`config.mk`:
```
export PLATFORM = sky130hd
export DESIGN_NAME = fwrisc_uart_program_loader
export DESIGN_NICKNAME = d
export VERILOG_FILES = /design/src/rtl/fwrisc_uart_program_loader.sv
export SDC_FILE = /design/constraint.sdc
export NUM_CORES = 1
export LEC_CHECK = 0
export BUFFER_PORTS_ARGS = -buffer_cell sky130_fd_sc_hd__buf_2
export CAP_MARGIN = 40
export CORE_MARGIN = 2
export CORE_UTILIZATION = 57
export CTS_BUF_LIST = sky130_fd_sc_hd__clkbuf_4 sky130_fd_sc_hd__clkbuf_8
export DETAILED_ROUTE_END_ITERATION = 10
export PLACE_DENSITY = 0.93
export SYNTH_ARGS = -nofsm -noshare
export SYNTH_HDL_FRONTEND = slang
export SYNTH_SLANG_ARGS = --single-unit
```
`constraint.sdc`:
```
create_clock -name clock -period 2.4 [get_ports clock]
set_input_delay 0.36 -clock clock [delete_from_list [all_inputs] [get_ports clock]]
set_output_delay 0.36 -clock clock [all_outputs]
set_load 0.02 [all_outputs]
```
`src/rtl/fwrisc_uart_program_loader.sv`:
```
`default_nettype none
// ============================================================================
// Module   : fwrisc_uart_program_loader
// Purpose  : Packs UART program bytes little-endian into 32-bit instruction
//            RAM words and holds the fwrisc core in reset until the image
//            has been fully written.
// Revision : 1.0  initial release
// ============================================================================
module fwrisc_uart_program_loader #(
    parameter int PROG_BYTES    = 4096,
    parameter int ADDR_WIDTH    = 10,
    parameter int RELEASE_DELAY = 16
) (
    input  logic                          clock,
    input  logic                          reset,
    input  logic [7:0]                    rx_data,
    input  logic                          rx_valid,
    input  logic                          rx_err,
    output logic                          mem_we,
    output logic [ADDR_WIDTH-1:0]         mem_addr,
    output logic [31:0]                   mem_wdata,
    output logic                          program_receiving,
    output logic                          program_done,
    output logic                          program_ov,
    output logic                          program_err,
    output logic                          core_reset,
    output logic [$clog2(PROG_BYTES):0]   byte_count
);

    localparam int c_CNT_W = $clog2(PROG_BYTES) + 1;
    localparam int c_DLY_W = (RELEASE_DELAY > 1) ? $clog2(RELEASE_DELAY) : 1;
    localparam logic [c_CNT_W-1:0] c_FULL     = c_CNT_W'(PROG_BYTES);
    localparam logic [c_DLY_W-1:0] c_DLY_INIT = c_DLY_W'(RELEASE_DELAY - 1);

    typedef enum logic [1:0] {
        S_LOAD      = 2'd0,
        S_DONE_WAIT = 2'd1,
        S_RUN       = 2'd2
    } state_t;

    state_t               r_state;
    state_t               w_state_next;

    logic [23:0]          r_asm;
    logic [c_CNT_W-1:0]   r_byte_count;
    logic [c_DLY_W-1:0]   r_dly;
    logic                 r_mem_we;
    logic [ADDR_WIDTH-1:0] r_mem_addr;
    logic [31:0]          r_mem_wdata;
    logic                 r_prog_recv;
    logic                 r_done;
    logic                 r_ov;
    logic                 r_err;
    logic                 r_core_reset;

    logic                 w_clean;
    logic                 w_full;
    logic                 w_accept;
    logic                 w_overflow;
    logic                 w_finish;
    logic                 w_release;
    logic [1:0]           w_lane;

    assign w_clean = rx_valid && !rx_err;
    assign w_full  = (r_byte_count == c_FULL);
    assign w_lane  = r_byte_count[1:0];

    always_ff @(posedge clock) begin
        if (reset) begin
            r_state <= S_LOAD;
        end else begin
            r_state <= w_state_next;
        end
    end

    // The image completes in the cycle its final word is on the RAM port,
    // so program_done becomes visible one cycle after that write.
    always_comb begin
        w_state_next = r_state;
        w_accept     = 1'b0;
        w_overflow   = 1'b0;
        w_finish     = 1'b0;
        w_release    = 1'b0;
        case (r_state)
            S_LOAD: begin
                w_accept   = w_clean && !w_full;
                w_overflow = w_clean && w_full;
                if (r_mem_we && w_full) begin
                    w_finish     = 1'b1;
                    w_state_next = S_DONE_WAIT;
                end
            end
            S_DONE_WAIT: begin
                w_overflow = w_clean;
                if (r_dly == '0) begin
                    w_release    = 1'b1;
                    w_state_next = S_RUN;
                end
            end
            S_RUN: begin
                w_overflow = w_clean;
            end
            default: begin
                w_state_next = S_LOAD;
            end
        endcase
    end

    always_ff @(posedge clock) begin
        if (reset) begin
            r_asm        <= '0;
            r_byte_count <= '0;
            r_dly        <= '0;
            r_mem_we     <= 1'b0;
            r_mem_addr   <= '0;
            r_mem_wdata  <= '0;
            r_prog_recv  <= 1'b0;
            r_done       <= 1'b0;
            r_ov         <= 1'b0;
            r_err        <= 1'b0;
            r_core_reset <= 1'b1;
        end else begin
            r_mem_we    <= 1'b0;
            r_prog_recv <= w_accept;

            if (w_accept) begin
                r_byte_count <= r_byte_count + c_CNT_W'(1);
                // Lane 3 bypasses the assembly register straight into the
                // write-data register, leaving lanes 0-2 free for the next word.
                case (w_lane)
                    2'd0: r_asm[7:0]   <= rx_data;
                    2'd1: r_asm[15:8]  <= rx_data;
                    2'd2: r_asm[23:16] <= rx_data;
                    default: begin
                        r_mem_we    <= 1'b1;
                        r_mem_addr  <= ADDR_WIDTH'(r_byte_count >> 2);
                        r_mem_wdata <= {rx_data, r_asm};
                    end
                endcase
            end

            if (rx_valid && rx_err) begin
                r_err <= 1'b1;
            end
            if (w_overflow) begin
                r_ov <= 1'b1;
            end

            if (w_finish) begin
                r_done <= 1'b1;
                r_dly  <= c_DLY_INIT;
            end else if ((r_state == S_DONE_WAIT) && (r_dly != '0)) begin
                r_dly <= r_dly - c_DLY_W'(1);
            end

            if (w_release) begin
                r_core_reset <= 1'b0;
            end
        end
    end

    assign mem_we            = r_mem_we;
    assign mem_addr          = r_mem_addr;
    assign mem_wdata         = r_mem_wdata;
    assign program_receiving = r_prog_recv;
    assign program_done      = r_done;
    assign program_ov        = r_ov;
    assign program_err       = r_err;
    assign core_reset        = r_core_reset;
    assign byte_count        = r_byte_count;

endmodule
`default_nettype wire

```
==> summary.json, run 1 <==
{
  "final_area": {"value": 4300, "unit": "sq um"},
  "synth_fp_nets": {"value": 436},
  "worst_setup_ep": {"value": "r_asm[9]$_SDFFE_PP0P_"},
  "synth_cell_types": {"value": 40},
  "powerDensity": {"value": 633, "unit": "nW/um^2"},
  "post-place-ws": {"value": 195, "unit": "ps"},
  "synth_top_cells_by_area": {"value": "sky130_fd_sc_hd__dfxtp_1 (49%), sky130_fd_sc_hd__nand2_1 (8.4%), sky130_fd_sc_hd__a21oi_1 (6.5%)"},
  "floorplan.die_area": {"value": 7150, "unit": "sq um"},
  "setup.worst_path.end_class": {"value": "register"},
  "synth_area": {"value": 3700, "unit": "sq um"},
  "globalRouteTotalUtil": {"value": 22.8, "unit": "%"},
  "cp-startpoint": {"value": "byte_count[1]$_SDFFE_PP0N_"},
  "die-height": {"value": 84.6, "unit": "microns"},
  "tritoncts_clock_tree": {"value": "done"},
  "h-tree-depth": {"value": 3},
  "critical_path.max_fanout": {"value": 8},
  "report.final.setup_viol": {"value": 0},
  "critPathSlowestCell": {"value": "sky130_fd_sc_hd__o311a_1"},
  "synth_instances": {"value": 414},
  "route.detailed.wl_per_inst": {"value": 14.5, "unit": "microns"},
  "setup.worst_path.start_class": {"value": "register"},
  "placeableCoreArea": {"value": 6310, "unit": "sq um"},
  "synth_seq_area_share": {"value": 49.2, "unit": "%"},
  "dr_total_vias": {"value": 3086},
  "postcts_resize_cnt": {"value": 0},
  "ir_drop": {"value": 449, "unit": "uV"},
  "p_switching": {"value": 635, "unit": "uW"},
  "port_buf_inserts": {"value": 72},
  "antenna_found_initial": {"value": 0},
  "cts_hold_buffers": {"value": 0},
  "drt_first_iter_violations": {"value": 132},
  "grt_pass1_wl": {"value": 13300, "unit": "microns"},
  "finalSetupTns": {"value": 0, "unit": "ps"},
  "min_path_cells": {"value": 3},
  "yosys.area.top_type": {"value": "sky130_fd_sc_hd__dfxtp_1"},
  "initial_utilization": {"value": 58.6, "unit": "%"},
  "detailedRoute.firstPassIterationCount": {"value": 4},
  "worst-setup-path-type": {"value": "register to register"},
  "slew_violations": {"value": 0},
  "reg2reg_depth": {"value": 6},
  "rows": {"value": 29},
  "leakage": {"value": 1.68, "unit": "nW"},
  "first_global_vias": {"value": 2929},
  "place_hpwl": {"value": 5720, "unit": "microns"},
  "power.share.sequential": {"value": 56.3, "unit": "%"},
  "final_hold_viol_count": {"value": 0},
  "nFillCells": {"value": 508},
  "ys.flop_type": {"value": "sky130_fd_sc_hd__dfxtp_1"},
  "routed_wirelength": {"value": 8110, "unit": "microns"},
  "count_of_flip_flops_with_a_built_in_enable_after_synthesis": {"value": 0},
  "hold_start": {"value": "rx_data[2]"},
  "cts_root_buf": {"value": "sky130_fd_sc_hd__clkbuf_8"},
  "slew_headroom": {"value": 65.8, "unit": "%"},
  "worst_setup_hold_path_clk_slew": {"value": 90, "unit": "ps"},
  "postSynthAreaPerCell": {"value": 8.94, "unit": "sq um"},
  "cap_viol_max_count": {"value": 0},
  "routed_via_density": {"value": 5.52},
  "crit_required": {"value": 2650, "unit": "ps"},
  "post_dp_cell_area": {"value": 4090, "unit": "sq um"},
  "antenna-diode-count": {"value": 0},
  "yosys_warnings": {"value": 0},
  "clkPwrFrac": {"value": 39.2, "unit": "%"},
  "r2r_slack": {"value": 190, "unit": "ps"},
  "worstPathCellList": {"value": "inv_1, ha_1, or4bb_1, o311a_1, mux2i_1, nor2_1"},
  "final_min_period_over_clock_period": {"value": 92.0, "unit": "%"},
  "gp_congestion": {"value": 0.948},
  "netlist.area_leader.share": {"value": 49.2, "unit": "%"},
  "timing.clock.skew": {"value": 9.26, "unit": "ps"},
  "cts_num_sinks": {"value": 91},
  "worst_pin_slew": {"value": 513, "unit": "ps"},
  "antenna_violating_nets_post_route": {"value": 0},
  "status": {"value": "completed"},
  "buffers_inserted_during_post_cts_setup_optimization": {"value": 0},
  "area_growth": {"value": 16.2, "unit": "%"},
  "r2r-end": {"value": "r_asm[9]$_SDFFE_PP0P_"},
  "final-instance-count-excl-fill": {"value": 559},
  "fin_ws": {"value": 192, "unit": "ps"},
  "hold_path.class": {"value": "primary input to register"},
  "max_clock_freq": {"value": 453, "unit": "MHz"},
  "rsz_0062_raised_after_global_routing": {"value": "false"},
  "num_io_pins": {"value": 73},
  "path_depth": {"value": 6},
  "fp.dieW": {"value": 84.6, "unit": "microns"},
  "final_net_count": {"value": 499},
  "placed_cells_incl_taps": {"value": 543},
  "power_frac_comb": {"value": 4.5, "unit": "%"},
  "pin_count_of_the_biggest_net_entering_global_routing": {"value": 55},
  "layout_min_cycle_time": {"value": 2210, "unit": "ps"},
  "worst-path-buf-inv": {"value": 1},
  "reg2reg_from": {"value": "byte_count[1]$_SDFFE_PP0N_"},
  "global_route.overflow_total": {"value": 0},
  "critical_path.top_delay_family": {"value": "simple AND/OR/NAND/NOR gates"},
  "internal_power": {"value": 2.09, "unit": "mW"},
  "clock_buffer_count_from_cts": {"value": 9},
  "seq_cells_post_synth": {"value": 91},
  "power_switching_share": {"value": 23.4, "unit": "%"},
  "arrival_time_of_data_at_the_critical_path_endpoint": {"value": 2450, "unit": "ps"},
  "final_layout_size_suffix_gt1_share": {"value": 25.3, "unit": "%"},
  "cts.path.max_buffers": {"value": 2},
  "postSynth.asyncResetShare": {"value": 0, "unit": "%"},
  "insertion_delay": {"value": 350, "unit": "ps"},
  "detail_route.drc_violations": {"value": 0},
  "critical-path-max-stage-delay": {"value": 590, "unit": "ps"}
}
## cells by family after synthesis
kind of cell | share of synthesized area [%]
AO/OA/AOI/OAI | 12.4
XOR/XNOR | 2.13
adder cells (fa/ha/maj) | 3.38
buffers and inverters | 5.14
flip-flops | 49.2
multiplexers | 6.80
AND/OR/NAND/NOR | 20.9
## sequential cells by signal, summed over array words and instances (netlist names)
| signal | flops |
|---|---|
| mem_wdata | 32 |
| r_asm | 24 |
| byte_count | 13 |
| mem_addr | 10 |
| r_dly | 4 |
| r_state | 2 |
| core_reset | 1 |
| mem_we | 1 |
| program_done | 1 |
| program_err | 1 |
| program_ov | 1 |
| program_receiving | 1 |
## tightest hold or removal path, cell delays in order
cell and delay (ps):
sky130_fd_sc_hd__buf_2 130, sky130_fd_sc_hd__nand2_1 60, sky130_fd_sc_hd__a21oi_1 50
## area by class of cell
| class | count | area (sq um) | area share (%) |
|---|---|---|---|
| Clock buffer | 10 | 138 | 3.20 |
| Clock inverter | 6 | 72.6 | 1.69 |
| Inverter | 10 | 37.5 | 0.873 |
| Multi-Input combinational cell | 285 | 1690 | 39.3 |
| Sequential cell | 91 | 1820 | 42.4 |
| Tap cell | 77 | 96.3 | 2.24 |
| Timing Repair Buffer | 80 | 445 | 10.4 |
## metrics by stage
stage | util (%) | power, mW | hold WS [ps]
floorplan | - | 1.64 | 431
global placement | 64.8 | 1.68 | 431
detailed placement | 64.8 | 1.69 | 434
CTS | 68.1 | 2.73 | 268
global route | 68.1 | 2.81 | 279
finish | 68.1 | 2.72 | 283
## how the worst min path moves through the flow
stage,end,slack (ps)
CTS,mem_wdata[26]$_SDFFE_PP0P_,270
finish,mem_wdata[26]$_SDFFE_PP0P_,280
global route,mem_wdata[26]$_SDFFE_PP0P_,280
detailed placement,core_reset$_SDFFE_PP1P_,430
global placement,core_reset$_SDFFE_PP1P_,430
floorplan,mem_wdata[0]$_SDFFE_PP0P_,430
## cell usage after synthesis, types with 7 or more instances
library cell,n
sky130_fd_sc_hd__dfxtp_1,91
sky130_fd_sc_hd__nand2_1,83
sky130_fd_sc_hd__a21oi_1,48
sky130_fd_sc_hd__nor2_1,36
sky130_fd_sc_hd__mux2i_1,24
sky130_fd_sc_hd__clkbuf_1,15
sky130_fd_sc_hd__a21oi_2,10
sky130_fd_sc_hd__ha_1,10
sky130_fd_sc_hd__inv_1,10
sky130_fd_sc_hd__nand2_2,10
sky130_fd_sc_hd__buf_2,8
sky130_fd_sc_hd__xnor2_1,8
sky130_fd_sc_hd__nor3_1,7
## layer usage
| metal | wire length [microns] | up-vias | share of wire, % | global-route usage, % |
|---|---|---|---|---|
| li1 | - | 1523 | - | - |
| met1 | 3520 | 1455 | 43 | 28.0 |
| met2 | 4070 | 97 | 50 | 40.1 |
| met3 | 442 | 11 | 5.4 | 5.21 |
| met4 | 85 | 0 | 1.0 | 6.64 |
| met5 | 0 | - | 0 | 0 |
## power groups by stage
stage	Combinational (mW)	Sequential [mW]	Clock, mW
global placement	0.116	1.57	0
finish	0.122	1.53	1.07
global route	0.132	1.53	1.15
floorplan	0.0699	1.57	0
detailed placement	0.120	1.57	0
CTS	0.121	1.53	1.08
## placed cells by master, fill, tap and decap left out, drive strengths merged, types with 3 or more instances in the layout
master and n:
nor3 8, nand2 93, dfxtp 91, nor2 36, clkbuf 10, xnor2 8, or3 3, inv 11
mux2i 24, clkinv 3, a21oi 58, buf 80, nand3 6, nor4 5, o311a 4, ha 10
nor3b 3, o21ai 4
Note: power is estimated with default switching activity, not from simulation.
==> inputs of run 2 (changes only) <==
ABC_AREA = 1   (was not set)
==> summary.json, run 2 <==
{
  "port_buf_inserts": {"value": 72, "change": "unchanged"},
  "area.sequential": {"value": 1820, "unit": "sq um", "change": "unchanged"},
  "r2r_slack": {"value": 240, "unit": "ps", "change": "+50 ps"},
  "detailedRoute.firstPassIterationCount": {"value": 5, "change": "+1"},
  "antenna_violating_nets_post_route": {"value": 0, "change": "unchanged"},
  "mostFrequentLayoutCells": {"value": "sky130_fd_sc_hd__nor2_1 (151), sky130_fd_sc_hd__dfxtp_1 (91), sky130_fd_sc_hd__buf_2 (72)"},
  "status": {"value": "completed"},
  "die-height": {"value": 85.4, "unit": "microns", "change": "+0.96%"},
  "final_area": {"value": 4290, "unit": "sq um", "change": "-0.17%"},
  "global_route.overflow_total": {"value": 0, "change": "unchanged"},
  "count_of_flip_flops_with_a_built_in_enable_after_synthesis": {"value": 0, "change": "unchanged"},
  "area_growth": {"value": 13.7, "unit": "%"},
  "postSynth.asyncResetShare": {"value": 0, "unit": "%", "change": "unchanged"},
  "min_path_cells": {"value": 3, "change": "unchanged"},
  "pin_count_of_the_biggest_net_entering_global_routing": {"value": 71, "change": "+29%"},
  "rows": {"value": 29, "change": "unchanged"},
  "reg2reg_from": {"value": "byte_count[0]$_SDFFE_PP0N_"},
  "clock_buffer_count_from_cts": {"value": 9, "change": "unchanged"},
  "hold_start": {"value": "rx_err"},
  "routed_via_density": {"value": 5.45, "change": "-1.2%"},
  "yosys.area.top_type": {"value": "sky130_fd_sc_hd__dfxtp_1"},
  "r2r-end": {"value": "r_asm[1]$_SDFFE_PP0P_"},
  "post_dp_cell_area": {"value": 4100, "unit": "sq um", "change": "+0.31%"},
  "hold_path.class": {"value": "primary input to register"},
  "critical_path.max_fanout": {"value": 22, "change": "+14"},
  "final_layout_size_suffix_gt1_share": {"value": 20.1, "unit": "%", "change": "-5.2 points"},
  "seq_cells_post_synth": {"value": 91, "change": "unchanged"},
  "report.final.setup_viol": {"value": 0, "change": "unchanged"},
  "detail_route.drc_violations": {"value": 0, "change": "unchanged"},
  "dr_total_vias": {"value": 3462, "change": "+12%"},
  "synth_area": {"value": 3780, "unit": "sq um", "change": "+2.0%"},
  "max_clock_freq": {"value": 463, "unit": "MHz", "change": "+2.3%"},
  "num_io_pins": {"value": 73, "change": "unchanged"},
  "worst_pin_slew": {"value": 552, "unit": "ps", "change": "+39.0 ps"},
  "antenna_found_initial": {"value": 0, "change": "unchanged"},
  "cts_hold_buffers": {"value": 0, "change": "unchanged"},
  "yosys_warnings": {"value": 0, "change": "unchanged"},
  "finalSetupTns": {"value": 0, "unit": "ps", "change": "unchanged"},
  "final_min_period_over_clock_period": {"value": 89.9, "unit": "%", "change": "-2.0 points"},
  "drt_first_iter_violations": {"value": 292, "change": "+120%"},
  "placeableCoreArea": {"value": 6390, "unit": "sq um", "change": "+1.1%"},
  "fp.dieW": {"value": 85.4, "unit": "microns", "change": "+0.96%"},
  "routed_wirelength": {"value": 8800, "unit": "microns", "change": "+8.5%"},
  "slew_headroom": {"value": 63.2, "unit": "%", "change": "-2.6 points"},
  "timing.clock.skew": {"value": 13.5, "unit": "ps", "change": "+4.24 ps"},
  "cts_root_buf": {"value": "sky130_fd_sc_hd__clkbuf_8"},
  "worst-setup-path-type": {"value": "register to register"},
  "synth_common_cells": {"value": "sky130_fd_sc_hd__nor2_1 (151), sky130_fd_sc_hd__dfxtp_1 (91), sky130_fd_sc_hd__o21ai_0 (65)"},
  "yosysMostFrequentCell": {"value": "sky130_fd_sc_hd__nor2_1"},
  "final_net_count": {"value": 575, "change": "+15%"},
  "h-tree-depth": {"value": 3, "change": "unchanged"},
  "ir_drop": {"value": 447, "unit": "uV", "change": "-0.41%"},
  "synth_seq_area_share": {"value": 48.2, "unit": "%", "change": "-0.98 points"},
  "antenna-diode-count": {"value": 0, "change": "unchanged"},
  "postSynthAreaPerCell": {"value": 7.75, "unit": "sq um", "change": "-13%"},
  "cts_num_sinks": {"value": 91, "change": "unchanged"},
  "globalRouteTotalUtil": {"value": 24.3, "unit": "%", "change": "+1.5 points"},
  "grt_pass1_wl": {"value": 14300, "unit": "microns", "change": "+7.8%"},
  "final_hold_viol_count": {"value": 0, "change": "unchanged"},
  "powerDensity": {"value": 663, "unit": "nW/um^2", "change": "+4.8%"},
  "crit_required": {"value": 2700, "unit": "ps", "change": "+50 ps"},
  "multi_input_area": {"value": 1700, "unit": "sq um", "change": "+0.52%"},
  "worst_setup_hold_path_clk_slew": {"value": 90, "unit": "ps", "change": "about the same"},
  "tritoncts_clock_tree": {"value": "done"},
  "first_global_vias": {"value": 3138, "change": "+7.1%"},
  "insertion_delay": {"value": 370, "unit": "ps", "change": "+20 ps"},
  "cts.path.max_buffers": {"value": 2, "change": "unchanged"},
  "setup.worst_path.end_class": {"value": "register"},
  "whs_endpoint": {"value": "program_err$_SDFFE_PP0P_"},
  "gp_congestion": {"value": 0.821, "change": "-13%"},
  "floorplan.die_area": {"value": 7290, "unit": "sq um", "change": "+1.9%"},
  "layout_min_cycle_time": {"value": 2160, "unit": "ps", "change": "-48.8 ps"},
  "rsz_0062_raised_after_global_routing": {"value": "false"},
  "slew_violations": {"value": 0, "change": "unchanged"},
  "place_hpwl": {"value": 5680, "unit": "microns", "change": "-0.60%"},
  "final_common_cell": {"value": "sky130_fd_sc_hd__nor2_1"},
  "netlist.area_leader.share": {"value": 48.2, "unit": "%", "change": "-0.98 points"},
  "ys.flop_type": {"value": "sky130_fd_sc_hd__dfxtp_1"},
  "largest_register_ffs": {"value": 32, "change": "unchanged"},
  "initial_utilization": {"value": 59.1, "unit": "%", "change": "+0.51 points"},
  "synth_instances": {"value": 487, "change": "+18%"},
  "synth_cell_types": {"value": 29, "change": "-28%"},
  "reg2reg_depth": {"value": 10, "change": "+4"},
  "synth_top_cells_by_area": {"value": "sky130_fd_sc_hd__dfxtp_1 (48%), sky130_fd_sc_hd__nor2_1 (15%), sky130_fd_sc_hd__o21ai_0 (8.6%)"},
  "cap_viol_max_count": {"value": 0, "change": "unchanged"},
  "route.detailed.wl_per_inst": {"value": 13.9, "unit": "microns", "change": "-4.4%"},
  "nFillCells": {"value": 516, "change": "+1.6%"},
  "setup.worst_path.start_class": {"value": "register"},
  "synth_fp_nets": {"value": 509, "change": "+17%"},
  "arrival_time_of_data_at_the_critical_path_endpoint": {"value": 2460, "unit": "ps", "change": "about the same"},
  "leakage": {"value": 2.11, "unit": "nW", "change": "+25%"}
}
-- run 2: cell types whose count changed after synthesis, sizes merged, moves of 5 or more --
cell and delta:
xor2 +6, nand2 -34, a21oi -38, o21ai +67, clkbuf -7, nor4 -5, mux2i -24, nor2 +121
xnor2 -5, inv +18
-- run 2: cell families (layout without fill, tap and decap cells) --
family | count (synthesis) | after routing | share of synthesized area, %
AND/OR/NAND/NOR | 233 | 234 | 25.9
AO/OA/AOI/OAI | 93 | 93 | 13.1
flip-flops | 91 | 91 | 48.2
buffers and inverters | 50 | 120 | 7.09
adder cells (fa/ha/maj) | 10 | 10 | 3.31
XOR/XNOR | 10 | 10 | 2.32
-- run 2: critical path, stage by stage (launching register included) --
cell and delay [ps]:
sky130_fd_sc_hd__dfxtp_1 360, sky130_fd_sc_hd__inv_1 150, sky130_fd_sc_hd__ha_1 220, sky130_fd_sc_hd__nand2_1 80, sky130_fd_sc_hd__nor3_2 200, sky130_fd_sc_hd__nand2_2 120
sky130_fd_sc_hd__nand2_4 280, sky130_fd_sc_hd__inv_4 160, sky130_fd_sc_hd__nand2_1 290, sky130_fd_sc_hd__nor2_1 90, sky130_fd_sc_hd__nor2_1 140
-- run 2: layout make-up --
class                   instances  area share [%]
repair buffers                 76            9.09
well taps                      77            2.24
multi-input cells             347            39.6
clock buffers                  10            3.06
clock inverters                 6            1.11
inverters                      28            2.51
flip-flops and latches         91            42.4
-- run 2: how the worst max path moves through the flow --
stage | from | cells after the start | end | slack, ps
floorplan | byte_count[0]$_SDFFE_PP0N_ | 11 | mem_addr[4]$_SDFFE_PP0P_ | 670
global placement | byte_count[0]$_SDFFE_PP0N_ | 9 | mem_wdata[17]$_SDFFE_PP0P_ | 280
detailed placement | byte_count[0]$_SDFFE_PP0N_ | 9 | mem_addr[5]$_SDFFE_PP0P_ | 90
CTS | byte_count[0]$_SDFFE_PP0N_ | 9 | mem_addr[5]$_SDFFE_PP0P_ | 70
global route | byte_count[0]$_SDFFE_PP0N_ | 10 | r_asm[9]$_SDFFE_PP0P_ | 40
finish | byte_count[0]$_SDFFE_PP0N_ | 10 | r_asm[1]$_SDFFE_PP0P_ | 240
-- run 2: per-layer routing --
layer  vias up  global-route usage, %  part of all wire [%]  wire, microns
met5         -                      0                     0              0
met4         0                   11.0                   2.4            209
met3        21                   5.06                   7.1            623
met2       150                   37.7                    47           4170
met1      1609                   32.7                    43           3800
li1       1682                      -                     -              -
-- run 2: where the power goes --
part	switching [mW]	internal, mW
Sequential	0.0349	1.56
Combinational	0.201	0.0829
Clock	0.565	0.399
Total	0.800	2.05
-- run 2: through the flow --
stage                     power [mW]  instances  hold WS (ps)  setup WS, ps  util, %
final                           2.85        635           259           241     67.2
after global routing            2.95        635           287          39.8     67.2
after CTS                       2.85        634           267          72.6     67.0
after detailed placement        1.91        618           454          88.5     64.2
after global placement          1.89        618           434           276     64.2
after floorplan                 1.84        487           429           671        -
-- run 2: repair_timing --
action / CTS / global route
gates resized for setup: 0 / 1
buffers inserted: 0 / 0
endpoints found under the setup margin: 0 / 41
hold endpoints to repair: 0 / 0
